File: src/rtl/adder_seq_pkg.sv
// Shared types and default sizing for the adder_tree accumulation sequencer.
package adder_seq_pkg;

  localparam int unsigned BEATS_DEF    = 32;
  localparam int unsigned TREE_LAT_DEF = 3;
  localparam int unsigned ACC_W_DEF    = 32;
  localparam int unsigned ADDR_W       = 6;
  localparam int unsigned LANES        = 8;
  localparam int unsigned LANE_W       = 8;
  localparam int unsigned SUM_W        = 32;

  typedef enum logic [1:0] {
    IDLE  = 2'd0,
    ISSUE = 2'd1,
    DRAIN = 2'd2,
    DONE  = 2'd3
  } seq_state_t;

  // Address of the final beat of a job.
  function automatic logic [ADDR_W-1:0] last_beat(input int unsigned beats);
    return ADDR_W'(beats - 1);
  endfunction

endpackage

File: src/rtl/adder_tree_sequencer_valid_delay_line.sv
// Fixed-depth 1-bit valid shift pipe with synchronous clear and an in-flight flag.
module valid_delay_line #(
  parameter int unsigned DEPTH = 3
) (
  input  logic clk,
  input  logic rst,
  input  logic clr,
  input  logic din,
  output logic dout,
  output logic any_valid_c
);

  logic [DEPTH-1:0] pipe;

  generate
    if (DEPTH == 1) begin : g_single
      always_ff @(posedge clk) begin
        if (rst || clr) pipe <= '0;
        else            pipe <= din;
      end
    end else begin : g_multi
      always_ff @(posedge clk) begin
        if (rst || clr) pipe <= '0;
        else            pipe <= {pipe[DEPTH-2:0], din};
      end
    end
  endgenerate

  assign dout        = pipe[DEPTH-1];
  assign any_valid_c = |pipe;

endmodule

File: src/rtl/adder_tree_sequencer.sv
// Runs one accumulation job: streams BEATS buffer reads into adder_tree and
// sums the per-beat results that come back TREE_LAT cycles later.
module adder_tree_sequencer
  import adder_seq_pkg::*;
#(
  parameter int unsigned BEATS    = BEATS_DEF,
  parameter int unsigned TREE_LAT = TREE_LAT_DEF,
  parameter int unsigned ACC_W    = ACC_W_DEF
) (
  input  logic              clk,
  input  logic              rst,
  input  logic              start,
  output logic              busy,
  output logic              done,
  output logic              rd_en,
  output logic [ADDR_W-1:0] rd_addr,
  output logic              tree_in_valid,
  input  logic [SUM_W-1:0]  sum_in,
  output logic [ACC_W-1:0]  result,
  output logic [7:0]        led
);

  localparam logic [ADDR_W-1:0] LAST_BEAT = last_beat(BEATS);

  seq_state_t        state, state_n;
  logic [ADDR_W-1:0] beat_cnt, beat_n;
  logic [ACC_W-1:0]  acc;
  logic              accept_c;
  logic              sum_valid;
  logic              pipe_busy_c;

  // Tags which sum_in cycles carry a real beat result.
  valid_delay_line #(
    .DEPTH (TREE_LAT)
  ) u_sum_tag (
    .clk         (clk),
    .rst         (rst),
    .clr         (accept_c),
    .din         (tree_in_valid),
    .dout        (sum_valid),
    .any_valid_c (pipe_busy_c)
  );

  always_comb begin
    state_n  = state;
    beat_n   = beat_cnt;
    accept_c = 1'b0;
    case (state)
      IDLE: begin
        if (start) begin
          state_n  = ISSUE;
          beat_n   = '0;
          accept_c = 1'b1;
        end
      end
      ISSUE: begin
        if (beat_cnt == LAST_BEAT) state_n = DRAIN;
        else                       beat_n  = beat_cnt + ADDR_W'(1);
      end
      // Done only once the buffer-read stage and the tree pipe are both empty.
      DRAIN: begin
        if (!tree_in_valid && !pipe_busy_c) state_n = DONE;
      end
      DONE:    state_n = IDLE;
      default: state_n = IDLE;
    endcase
  end

  always_ff @(posedge clk) begin
    if (rst) begin
      state         <= IDLE;
      beat_cnt      <= '0;
      rd_en         <= 1'b0;
      busy          <= 1'b0;
      done          <= 1'b0;
      tree_in_valid <= 1'b0;
      acc           <= '0;
      result        <= '0;
    end else begin
      state         <= state_n;
      beat_cnt      <= beat_n;
      rd_en         <= (state_n == ISSUE);
      busy          <= (state_n == ISSUE) || (state_n == DRAIN);
      done          <= (state_n == DONE);
      tree_in_valid <= rd_en;
      if (accept_c)       acc <= '0;
      else if (sum_valid) acc <= acc + ACC_W'(sum_in);
      if (state_n == DONE) result <= acc;
    end
  end

  assign rd_addr = beat_cnt;
  assign led     = result[15:8];

endmodule

File: config.mk
export PLATFORM = sky130hd
export DESIGN_NAME = adder_tree_sequencer
export DESIGN_NICKNAME = d
export VERILOG_FILES = /design/src/rtl/adder_seq_pkg.sv /design/src/rtl/adder_tree_sequencer_valid_delay_line.sv /design/src/rtl/adder_tree_sequencer.sv
export SDC_FILE = /design/constraint.sdc
export NUM_CORES = 1
export LEC_CHECK = 0
export BUFFER_PORTS_ARGS = -buffer_cell sky130_fd_sc_hd__buf_4
export CORE_MARGIN = 2
export CORE_UTILIZATION = 35
export CTS_BUF_LIST = sky130_fd_sc_hd__clkbuf_16
export DETAILED_ROUTE_END_ITERATION = 8
export GPL_ROUTABILITY_DRIVEN = 0
export HOLD_SLACK_MARGIN = 0.05
export SLEW_MARGIN = 20
export SYNTH_ARGS = -nofsm -noshare
export SYNTH_HDL_FRONTEND = slang
export SYNTH_SLANG_ARGS = --single-unit
export TNS_END_PERCENT = 1
File: constraint.sdc
create_clock -name clk -period 5.5 [get_ports clk]
set_input_delay 0.275 -clock clk [delete_from_list [all_inputs] [get_ports clk]]
set_output_delay 0.275 -clock clk [all_outputs]
set_load 0.02 [all_outputs]
==> results of run 1 <==
==> worst max-delay path, stage by stage (launching register included) <==
cell	delay (ps)
dfxtp_1	320
ha_1	210
fa_1	420
a21o_1	240
and4_4	210
o311ai_4	320
nand3_2	160
a211o_1	340
a41oi_2	220
mux2i_1	190
o21ai_1	70
==> synth_stat cells (3+ instances only) <==
| cell type | n | area share |
|---|---|---|
| a211o_1 | 3 | 0.0057 |
| a211oi_1 | 5 | 0.0082 |
| a21boi_1 | 3 | 0.0049 |
| a21o_1 | 21 | 0.034 |
| a21oi_1 | 40 | 0.044 |
| a31oi_1 | 5 | 0.0068 |
| and2_1 | 7 | 0.0095 |
| and3_1 | 7 | 0.0095 |
| buf_2 | 8 | 0.0087 |
| buf_4 | 8 | 0.013 |
| clkbuf_1 | 17 | 0.014 |
| dfxtp_1 | 79 | 0.34 |
| ha_1 | 34 | 0.093 |
| inv_1 | 6 | 0.0049 |
| mux2i_1 | 51 | 0.11 |
| nand2_1 | 29 | 0.024 |
| nand2b_1 | 3 | 0.0041 |
| nand3_1 | 10 | 0.011 |
| nand3b_1 | 4 | 0.0065 |
| nand4_1 | 6 | 0.0082 |
| nor2_1 | 70 | 0.057 |
| nor2b_1 | 9 | 0.012 |
| nor3_1 | 13 | 0.014 |
| o21a_1 | 6 | 0.0098 |
| o21ai_0 | 13 | 0.014 |
| o21ai_1 | 12 | 0.013 |
| o21bai_1 | 3 | 0.0049 |
| or3_1 | 4 | 0.0054 |
| xnor2_1 | 10 | 0.019 |
| xor2_1 | 12 | 0.023 |
==> where the power goes <==
group | internal (uW) | total [uW] | leakage (uW) | switching, uW
combinational | 42.9 | 99.6 | 0.00166 | 56.6
clock | 300 | 536 | 0.000122 | 236
sequential | 576 | 579 | 0.000637 | 3.06
==> metal layers <==
layer | part of all wire | vias to the layer above
met2 | 0.46 | 97
met1 | 0.48 | 1861
met4 | 0.011 | 0
met3 | 0.052 | 10
li1 | - | 2016
met5 | 0 | -
==> logic make-up after synthesis <==
| logic type | Yosys count |
|---|---|
| AO/OA/AOI/OAI | 127 |
| XOR/XNOR | 22 |
| adder cells (fa/ha/maj) | 35 |
| buffers and inverters | 40 |
| flip-flops | 79 |
| multiplexers | 51 |
| AND/OR/NAND/NOR | 173 |
==> final cells by class <==
type / count / area share
clock buffers: 9 / 0.04039
multi-input cells: 408 / 0.5090
well taps: 172 / 0.03860
flip-flops and latches: 79 / 0.2837
inverters: 6 / 0.004039
clock inverters: 7 / 0.007181
repair buffers: 87 / 0.1171
==> flip-flops by register name, summed over array words and instances, names as in the netlist <==
register	flops
tree_in_valid	1
u_sum_tag.pipe	3
busy	1
done	1
rd_en	1
acc	32
rd_addr	6
result	32
state	2
==> how the worst max path moves through the flow <==
stage	from	endpoint	slack [ps]	cells after the start
after CTS	rd_addr[0]$_SDFFE_PP0P_	result[26]$_SDFFE_PP0P_	2630	8
after floorplan	acc[0]$_SDFFE_PP0P_	acc[24]$_SDFFE_PP0P_	2920	10
after global routing	acc[0]$_SDFFE_PP0P_	acc[24]$_SDFFE_PP0P_	2510	10
final	acc[0]$_SDFFE_PP0P_	acc[24]$_SDFFE_PP0P_	2660	10
after detailed placement	sum_in[0]	acc[24]$_SDFFE_PP0P_	2580	11
after global placement	sum_in[0]	acc[24]$_SDFFE_PP0P_	2640	11
==> metrics by stage <==
step                      worst slack, ps  utilization  hold WS (ps)
after floorplan                      2916            -         430.7
after global placement               2637       0.4166         445.0
after detailed placement             2584       0.4166         460.5
after CTS                            2633       0.4375         317.6
after global routing                 2507       0.4382         348.8
final                                2662       0.4382         319.0
==> cells in the final DEF (no fill, tap or decap), types with 4 or more instances in the layout <==
cell type and n:
buf_4 87, dfxtp_1 79, nor2_1 70, mux2i_1 51
a21oi_1 40, ha_1 33, nand2_1 29, a21o_1 21
nor3_1 13, o21ai_0 13, o21ai_1 12, xor2_1 12
nand3_1 10, xnor2_1 10, nor2b_1 9, clkbuf_16 9
and3_1 7, and2_1 7, nand4_1 6, inv_1 6
o21a_1 6, a211oi_1 5, a31oi_1 5, or3_1 4
nand3b_1 4
==> run_results.csv, run 1 <==
group,metric,value,unit
final_layout,fillers,1283,
logic_synthesis,netlist_area,4597,um^2
setup_path,rr_startpoint,"acc[0]$_SDFFE_PP0P_",
sta,finClkSkew,5.915,ps
floorplan,core_area,12720,um^2
place,post_dp_cell_area,5300,um^2
logic_synthesis,ys.flop_type,"dfxtp_1",
hold_path,hold_start,"sum_in[0]",
detailed_routing,vias_per_cell,5.188,
sta,worstMarginPinSlew,833.2,ps
detailed_routing,routedWlPerCell,14.72,um
hold_path,min-delay-path-class,"in -> reg",
floorplan,ios,85,
grt,track_usage,0.1633,
logic_synthesis,seq_area_frac_synth,0.3440,
detailed_routing,antenna_left,0,
setup_path,start_kind,"flip-flop",
grt,antenna_found_initial,0,
grt,grt_busiest_layer,"met2",
clocking,cts_made_buffers,9,
sta,drv_slew,0,
logic_synthesis,yosys.area_share.simple,0.1815,
setup_path,end_kind,"flip-flop",
clocking,htree_levels,3,
place,dp_hpwl,8132,um
setup_path,r2r-end,"acc[24]$_SDFFE_PP0P_",
sta,setup_tns,0,ps
sta,slew_headroom,0.4439,
logic_synthesis,synth_compound_area_frac,0.1832,
place,numPortBuffers,84,
final_layout,finalInstanceArea,5575,um^2
clocking,post-cts-setup-buffers,0,
clocking,cts_resized,0,
detailed_routing,drt_pass1_iterations,4,
pwr,p_leak,0.002419,uW
floorplan,start_util,0.3613,
floorplan,die-width,118.6,um
clocking,clock-root-buffer,"clkbuf_16",
floorplan,die_y,118.6,um
logic_synthesis,yosysWarnings,0,
setup_path,cp.required,5710,ps
logic_synthesis,synthArstFlopShare,0,
sta,hold_violations,0,
final_layout,multi_input_area,2838,um^2
logic_synthesis,yosys.cell_types.count,55,
place,dp_cells,752,
logic_synthesis,avgSynthCellArea,8.723,um^2
sta,rsz0062_at_grt,"false",
detailed_routing,drt-total-wl,11310,um
setup_path,worstPathMaxFanout,3,
run,maxCapViolations,0,
final_layout,instances_no_fill,768,
detailed_routing,remaining_drc_errors,0,
outcome,outcome,"completed",
clocking,clk_pin_slew_worst_paths,60,ps
floorplan,num_rows,41,
grt,grt.met2_usage,0.2636,
sta,period_share,0.5160,
setup_path,critPathKind,"reg -> reg",
pwr,vdd_drop_max,0.0001055,V
logic_synthesis,syn_inst,527,
sta,setup_viol,0,
logic_synthesis,yosys.area_share.adder,0.09690,
grt,met3_usage,0.03620,
grt,grt_pass1_vias,3819,
pwr,report.power.total,1215,uW
logic_synthesis,synth_top_family_by_area,"compound AO/OA/AOI/OAI gates",
grt,met1_usage,0.2147,
clocking,hold_buffers,0,
setup_path,reg2reg_depth,10,
sta,layout_min_cycle_time,2838,ps
final_layout,area_delta_synth_final,21.28,%
setup_path,critical_path_arrival,3040,ps
grt,grt_max_degree,43,
pwr,power_density,217.9,nW/um^2
logic_synthesis,synth_fp_nets,597,
clocking,clk_path_buf_depth,2,
detailed_routing,dr_total_vias,3984,
detailed_routing,drtIter0Drc,177,
sta,fmax,0.3524,GHz
final_layout,finalNetCount,661,
hold_path,worstHoldEndpoint,"acc[0]$_SDFFE_PP0P_",
logic_synthesis,ys_seq_elements,79,
final_layout,seq_area,1582,um^2
clocking,clock_latency,340,ps
grt,grt_pass1_wl,18690,um
final_layout,antenna_cells,0,
final_layout,layout-drive-gt1-share,0.1829,
logic_synthesis,synth_mux_area_frac,0.1111,
grt,overflow,0,
floorplan,dieArea,14070,um^2
logic_synthesis,synthXorXnorAreaFrac,0.04192,
clocking,cts_tree,"built",
setup_path,r2r_slack,2660,ps
clocking,clock_sinks,79,
logic_synthesis,synth_enable_flop_cells,0,
hold_path,hold_depth,4,
No activity file was read; power rests on OpenSTA's default activity.
==> inputs of run 2 (changes only) <==
--- a/config.mk
+++ b/config.mk
@@ -5,6 +5,7 @@
 export SDC_FILE = /design/constraint.sdc
 export NUM_CORES = 1
 export LEC_CHECK = 0
+export ABC_AREA = 1
 export BUFFER_PORTS_ARGS = -buffer_cell sky130_fd_sc_hd__buf_4
 export CORE_MARGIN = 2
 export CORE_UTILIZATION = 35
==> constraint.sdc (replaced) <==
create_clock -name clk -period 2.5 [get_ports clk]
set_input_delay 0.125 -clock clk [delete_from_list [all_inputs] [get_ports clk]]
set_output_delay 0.125 -clock clk [all_outputs]
set_load 0.02 [all_outputs]
==> run 2 against run 1 <==
Flip-flop and latch count did not move. Power up 130%. Design area is 16% higher. Register-to-register slack lost 2400 ps. Via count rose by 32%. Sequential share of layout area shrank 3.9 points.
==> run_results.csv, run 2 <==
group,metric,value,unit
outcome,outcome,"completed",
logic_synthesis,ys_seq_elements,79,
detailed_routing,remaining_drc_errors,0,
pwr,p_leak,0.003796,uW
logic_synthesis,yosysMostFrequentCell,"nand2_1",
pwr,power_density,432.1,nW/um^2
logic_synthesis,netlist_area,5384,um^2
place,dp_hpwl,10530,um
final_layout,antenna_cells,0,
setup_path,critical_path_arrival,2490,ps
logic_synthesis,seq_area_frac_synth,0.2937,
logic_synthesis,yosysWarnings,0,
floorplan,ios,85,
detailed_routing,antenna_left,0,
sta,worstMarginPinSlew,682.4,ps
sta,setup_tns,0,ps
grt,grt_pass1_vias,4965,
run,maxCapViolations,0,
final_layout,final_cell_mix,"nand2_1 (243), nor2_1 (171), inv_1 (160)",
clocking,clk_pin_slew_worst_paths,60,ps
final_layout,area_delta_synth_final,20.03,%
detailed_routing,vias_per_cell,4.511,
logic_synthesis,synth_top_cell_area_share,0.2937,
clocking,clock_latency,350,ps
setup_path,path_cells,"ha_1 > nand2_1 > nor3_2 > o21ai_2 > inv_2 > o21ai_0 > ha_1 > buf_4 > inv_1 > buf_12 > nor2_1 > nor2_1",
logic_synthesis,synth_common_cells,"nand2_1 (243), nor2_1 (171), inv_1 (160), dfxtp_1 (79), o21ai_0 (47)",
setup_path,start_kind,"flip-flop",
place,numPortBuffers,84,
clocking,clock_sinks,79,
clocking,cts_made_buffers,9,
grt,antenna_found_initial,0,
sta,whs,176.1,ps
sta,drv_slew,0,
detailed_routing,routedWlPerCell,11.71,um
setup_path,crit_path_top_delay_cell,"dfxtp_1",
logic_synthesis,synth_fp_nets,966,
setup_path,critPathMaxStageDelay,340,ps
floorplan,die_y,128.0,um
sta,rsz0062_at_grt,"false",
hold_path,min-delay-path-class,"in -> reg",
sta,setup_viol,0,
logic_synthesis,synth_enable_flop_cells,0,
grt,grt_pass1_wl,23130,um
detailed_routing,drt_pass1_iterations,5,
setup_path,end_kind,"flip-flop",
clocking,clk_path_buf_depth,2,
clocking,htree_levels,3,
grt,track_usage,0.1770,
sta,finClkSkew,8.401,ps
clocking,cts_tree,"built",
sta,hold_violations,0,
final_layout,finalNetCount,1042,
logic_synthesis,yosys.cell_types.count,31,
setup_path,path_buf_inv,4,
sta,period_share,0.8989,
logic_synthesis,avgSynthCellArea,6.009,um^2
detailed_routing,dr_total_vias,5255,
final_layout,layout-drive-gt1-share,0.1382,
grt,overflow,0,
floorplan,start_util,0.3568,
logic_synthesis,yosysTopAreaCell,"dfxtp_1",
logic_synthesis,synthTopCellsByArea,"dfxtp_1 (29%), nand2_1 (17%), nor2_1 (12%)",
setup_path,cp_top_family,"buffers and inverters",
sta,fmax,0.4450,GHz
sta,layout_min_cycle_time,2247,ps
floorplan,core_area,15090,um^2
pwr,vdd_drop_max,0.0003457,V
logic_synthesis,synthArstFlopShare,0,
setup_path,cp.required,2740,ps
logic_synthesis,syn_inst,896,
detailed_routing,drtIter0Drc,296,
floorplan,dieArea,16390,um^2
clocking,post-cts-setup-buffers,0,
logic_synthesis,ys.flop_type,"dfxtp_1",
final_layout,final_common_cell,"nand2_1",
clocking,clock-root-buffer,"clkbuf_16",
setup_path,critPathKind,"reg -> reg",
floorplan,die-width,128.0,um
grt,grt_max_degree,49,
detailed_routing,drt-total-wl,13650,um
sta,slew_headroom,0.5444,
setup_path,worstPathMaxFanout,32,
floorplan,num_rows,45,
## run 2: changes by cell type after synthesis, moves of 7 or more
cell,previous run,this run
nor2b_1,9,0
o21ai_1,12,4
a21oi_1,40,29
xnor2_1,10,3
inv_1,6,160
nand2_2,0,11
mux2i_1,51,0
a21o_1,21,1
nand3_1,10,39
o21ai_0,13,47
nand2_1,29,243
nor3_1,13,5
nor2_1,70,171
## run 2: layout make-up
cell class / count / area [um^2]
Fill cell: 1643 / 8627
Inverter: 164 / 615.6
Clock buffer: 9 / 225.2
Sequential cell: 79 / 1582
Timing Repair Buffer: 91 / 698.2
Clock inverter: 7 / 51.30
Multi-Input combinational cell: 627 / 3055
Tap cell: 188 / 235.2
## run 2: worst paths after layout
kind / end / depth (start not counted) / start / slack (ps)
worst max-delay path: result[14]$_SDFFE_PP0P_ / 12 / rd_addr[0]$_SDFFE_PP0P_ / 250
worst min-delay path: acc[31]$_SDFFE_PP0P_ / 6 / sum_in[31] / 180
worst max register to register: result[14]$_SDFFE_PP0P_ / 12 / rd_addr[0]$_SDFFE_PP0P_ / 250
worst min register to register: tree_in_valid$_SDFF_PP0_ / 2 / rd_en$_SDFF_PP0_ / 440
## run 2: power breakdown
group	internal, uW	total (uW)	leakage [uW]	switching [uW]
clock network	681	1250	0.000135	565
registers	1270	1280	0.000638	7.14
logic	105	270	0.00302	164
total	2060	2790	0.00380	737
## run 2: cells by family (layout without fill, tap and decap cells)
kind of cell               Yosys count  count (layout)  synth area share
and+or+nand+nor                    490             490            0.3744
buffers and inverters              190             271            0.1397
AOI/OAI and AO/OA                   86              86           0.08343
DFF                                 79              79            0.2937
adders and majority gates           35              35           0.08273
xor gates and xnor gates            16              16           0.02603
## run 2: through the flow
step                      utilization  total power (uW)  instance area, um^2  std cells  worst slack (ps)
final                          0.4283              2792                 6462       1165             252.9
after global routing           0.4283              2911                 6462       1165             15.68
after CTS                      0.4279              2834                 6457       1165             171.8
after detailed placement       0.4090              1575                 6171       1148             191.6
after global placement         0.4090              1577                 6171       1148             344.6
after floorplan                     -              1473                 5384        896             338.6
## run 2: worst register-to-register path, cell delays in order (launching register included)
cell,delay [ps]
dfxtp_1,340
ha_1,220
nand2_1,100
nor3_2,60
o21ai_2,250
inv_2,70
o21ai_0,170
ha_1,230
buf_4,230
inv_1,110
buf_12,190
nor2_1,120
nor2_1,60
## run 2: layer usage
layer	part of all wire	track usage
met1	0.50	0.2372
met2	0.43	0.2790
met3	0.048	0.03548
met4	0.022	0.07175
met5	0	0
## run 2: what timing repair did
item / 4_1_cts / 5_1_grt
resized for setup: 0 / 1
hold buffers: 1 / 0
endpoints found under the hold margin: 5 / 0
endpoints found under the setup margin: 0 / 25
==> inputs of run 3 (changes only) <==
--- a/config.mk
+++ b/config.mk
@@ -8,11 +8,12 @@
 export ABC_AREA = 1
 export BUFFER_PORTS_ARGS = -buffer_cell sky130_fd_sc_hd__buf_4
 export CORE_MARGIN = 2
-export CORE_UTILIZATION = 35
+export CORE_UTILIZATION = 40
 export CTS_BUF_LIST = sky130_fd_sc_hd__clkbuf_16
 export DETAILED_ROUTE_END_ITERATION = 8
 export GPL_ROUTABILITY_DRIVEN = 0
 export HOLD_SLACK_MARGIN = 0.05
+export REMOVE_ABC_BUFFERS = 1
 export SLEW_MARGIN = 20
 export SYNTH_ARGS = -nofsm -noshare
 export SYNTH_HDL_FRONTEND = slang
==> run 3 against run 2 <==
Flip-flop and latch count stayed put. Critical path type unchanged. Non-clock buffer count is 1 lower. Design area is 0.23% higher. Worst setup slack better by 63 ps. Clock power is 15% higher. Fmax is 2.9% higher. Sequential power hardly changed. Wire length is 1.0% lower. Critical path depth is 2 lower. Die area is 12% lower. Final cell count is 1.2% lower.
==> run_results.csv, run 3 (synthesized netlist as in run 2, its figures left out) <==
group,metric,value,unit
sta,setup_viol,0,
setup_path,end_kind,"flip-flop",
hold_path,hold_depth,4,
grt,antenna_found_initial,0,
detailed_routing,drt_pass1_iterations,5,
hold_path,hold_start,"sum_in[0]",
setup_path,r2r-end,"result[31]$_SDFFE_PP0P_",
clocking,cts_resized,0,
run,maxCapViolations,0,
clocking,post-cts-setup-buffers,0,
detailed_routing,drtIter0Drc,236,
sta,hold_violations,0,
final_layout,finalInstanceArea,6477,um^2
place,place_ws,316.2,ps
setup_path,path_buf_inv,2,
final_layout,antenna_cells,0,
place,numPortBuffers,84,
setup_path,reg2reg_depth,10,
setup_path,rr_startpoint,"rd_addr[0]$_SDFFE_PP0P_",
setup_path,critPathMaxStageDelay,380,ps
setup_path,critPathKind,"reg -> reg",
sta,layout_min_cycle_time,2185,ps
setup_path,worstPathMaxFanout,33,
detailed_routing,remaining_drc_errors,0,
sta,finClkSkew,8.765,ps
clocking,htree_levels,3,
floorplan,start_util,0.4082,
detailed_routing,antenna_left,0,
pwr,p_leak,0.003813,uW
floorplan,ios,85,
clocking,clk_pin_slew_worst_paths,60,ps
place,dp_hpwl,10360,um
sta,drv_slew,0,
setup_path,crit_path_top_delay_cell,"dfxtp_1",
sta,rsz0062_at_grt,"false",
floorplan,num_rows,42,
grt,overflow,0,
sta,slew_headroom,0.5147,
setup_path,crit_start,"rd_addr[0]$_SDFFE_PP0P_",
pwr,vdd_drop_max,0.0003493,V
grt,grt_max_degree,49,
final_layout,final_common_cell,"nand2_1",
detailed_routing,routedWlPerCell,11.73,um
outcome,outcome,"completed",
clocking,clk_path_buf_depth,2,
clocking,cts_made_buffers,9,
final_layout,final_cell_mix,"nand2_1 (243), nor2_1 (171), inv_1 (160)",
setup_path,cp_top_family,"compound AO/OA/AOI/OAI gates",
floorplan,die_y,120.0,um
clocking,cts_tree,"built",
grt,grt_pass1_wl,22740,um
setup_path,critical_path_arrival,2410,ps
sta,period_share,0.8738,
grt,grt_pass1_vias,4793,
detailed_routing,vias_per_cell,4.503,
clocking,clock_sinks,79,
place,post_dp_cell_area,6148,um^2
clocking,clock_latency,350,ps
detailed_routing,dr_total_vias,5183,
floorplan,core_area,13190,um^2
sta,worstMarginPinSlew,726.9,ps
setup_path,path_cells,"ha_1 > nand2_1 > nor3_1 > o21ai_2 > inv_2 > o21ai_0 > ha_1 > buf_4 > o21ai_0 > a21oi_1",
final_layout,area_delta_synth_final,20.31,%
setup_path,cp.required,2720,ps
clocking,clock-root-buffer,"clkbuf_16",
sta,fmax,0.4577,GHz
hold_path,min-delay-path-class,"in -> reg",
setup_path,start_kind,"flip-flop",
final_layout,layout-drive-gt1-share,0.1364,
final_layout,finalNetCount,1041,
floorplan,die-width,120.0,um
sta,fin_ws,315.4,ps
floorplan,dieArea,14400,um^2
setup_path,r2r_slack,320,ps
grt,track_usage,0.1984,
hold_path,worstHoldEndpoint,"acc[0]$_SDFFE_PP0P_",
detailed_routing,drt-total-wl,13500,um
pwr,power_density,461.4,nW/um^2
==> run 3: report_power, final <==
group / internal [uW] / switching, uW / leakage (uW)
combinational: 106 / 166 / 0.00302
sequential: 1270 / 6.43 / 0.000638
clock: 879 / 562 / 0.000158
==> run 3: repair_timing <==
item | CTS | global route
hold endpoints to repair | 5 | 0
hold buffers | 1 | 0
setup endpoints to repair | 0 | 0
==> run 3: per-layer routing <==
layer	track usage	vias up	wire length (um)
li1	-	2853	-
met1	0.2441	2250	6433
met2	0.3395	72	6405
met3	0.03992	8	530
met4	0.07647	0	134
met5	0	-	0
==> run 3: worst register-to-register path: stages (launching register included) <==
cell	delay (ps)
dfxtp_1	380
ha_1	190
nand2_1	70
nor3_1	260
o21ai_2	160
inv_2	90
o21ai_0	150
ha_1	250
buf_4	240
o21ai_0	210
a21oi_1	60
==> run 3: area by class of cell <==
| type | instances | area, um^2 |
|---|---|---|
| repair buffers | 90 | 690.7 |
| fillers | 1427 | 6713 |
| flip-flops and latches | 79 | 1582 |
| clock buffers | 9 | 225.2 |
| clock inverters | 6 | 93.84 |
| inverters | 164 | 615.6 |
| multi-input cells | 627 | 3050 |
| well taps | 176 | 220.2 |
==> run 3: worst max path at each step <==
stage | endpoint | slack [ps] | depth (start not counted)
detailed placement | result[31]$_SDFFE_PP0P_ | 320 | 10
global placement | result[19]$_SDFFE_PP0P_ | 420 | 10
finish | result[31]$_SDFFE_PP0P_ | 320 | 10
global route | result[20]$_SDFFE_PP0P_ | 70 | 10
floorplan | result[0]$_SDFFE_PP0P_ | -490 | 7
CTS | result[31]$_SDFFE_PP0P_ | 300 | 10
==> run 3: through the flow <==
| stage | cells | setup TNS, ps | total power, uW | hold slack, ps | utilization |
|---|---|---|---|---|---|
| detailed placement | 1135 | 0 | 1576 | 373.2 | 0.4661 |
| floorplan | 870 | -15620 | 1469 | 196.2 | - |
| global route | 1151 | 0 | 3099 | 182.9 | 0.4911 |
| finish | 1151 | 0 | 2989 | 177.7 | 0.4911 |
| CTS | 1151 | 0 | 3028 | 167.9 | 0.4911 |
| global placement | 1135 | 0 | 1577 | 371.0 | 0.4661 |
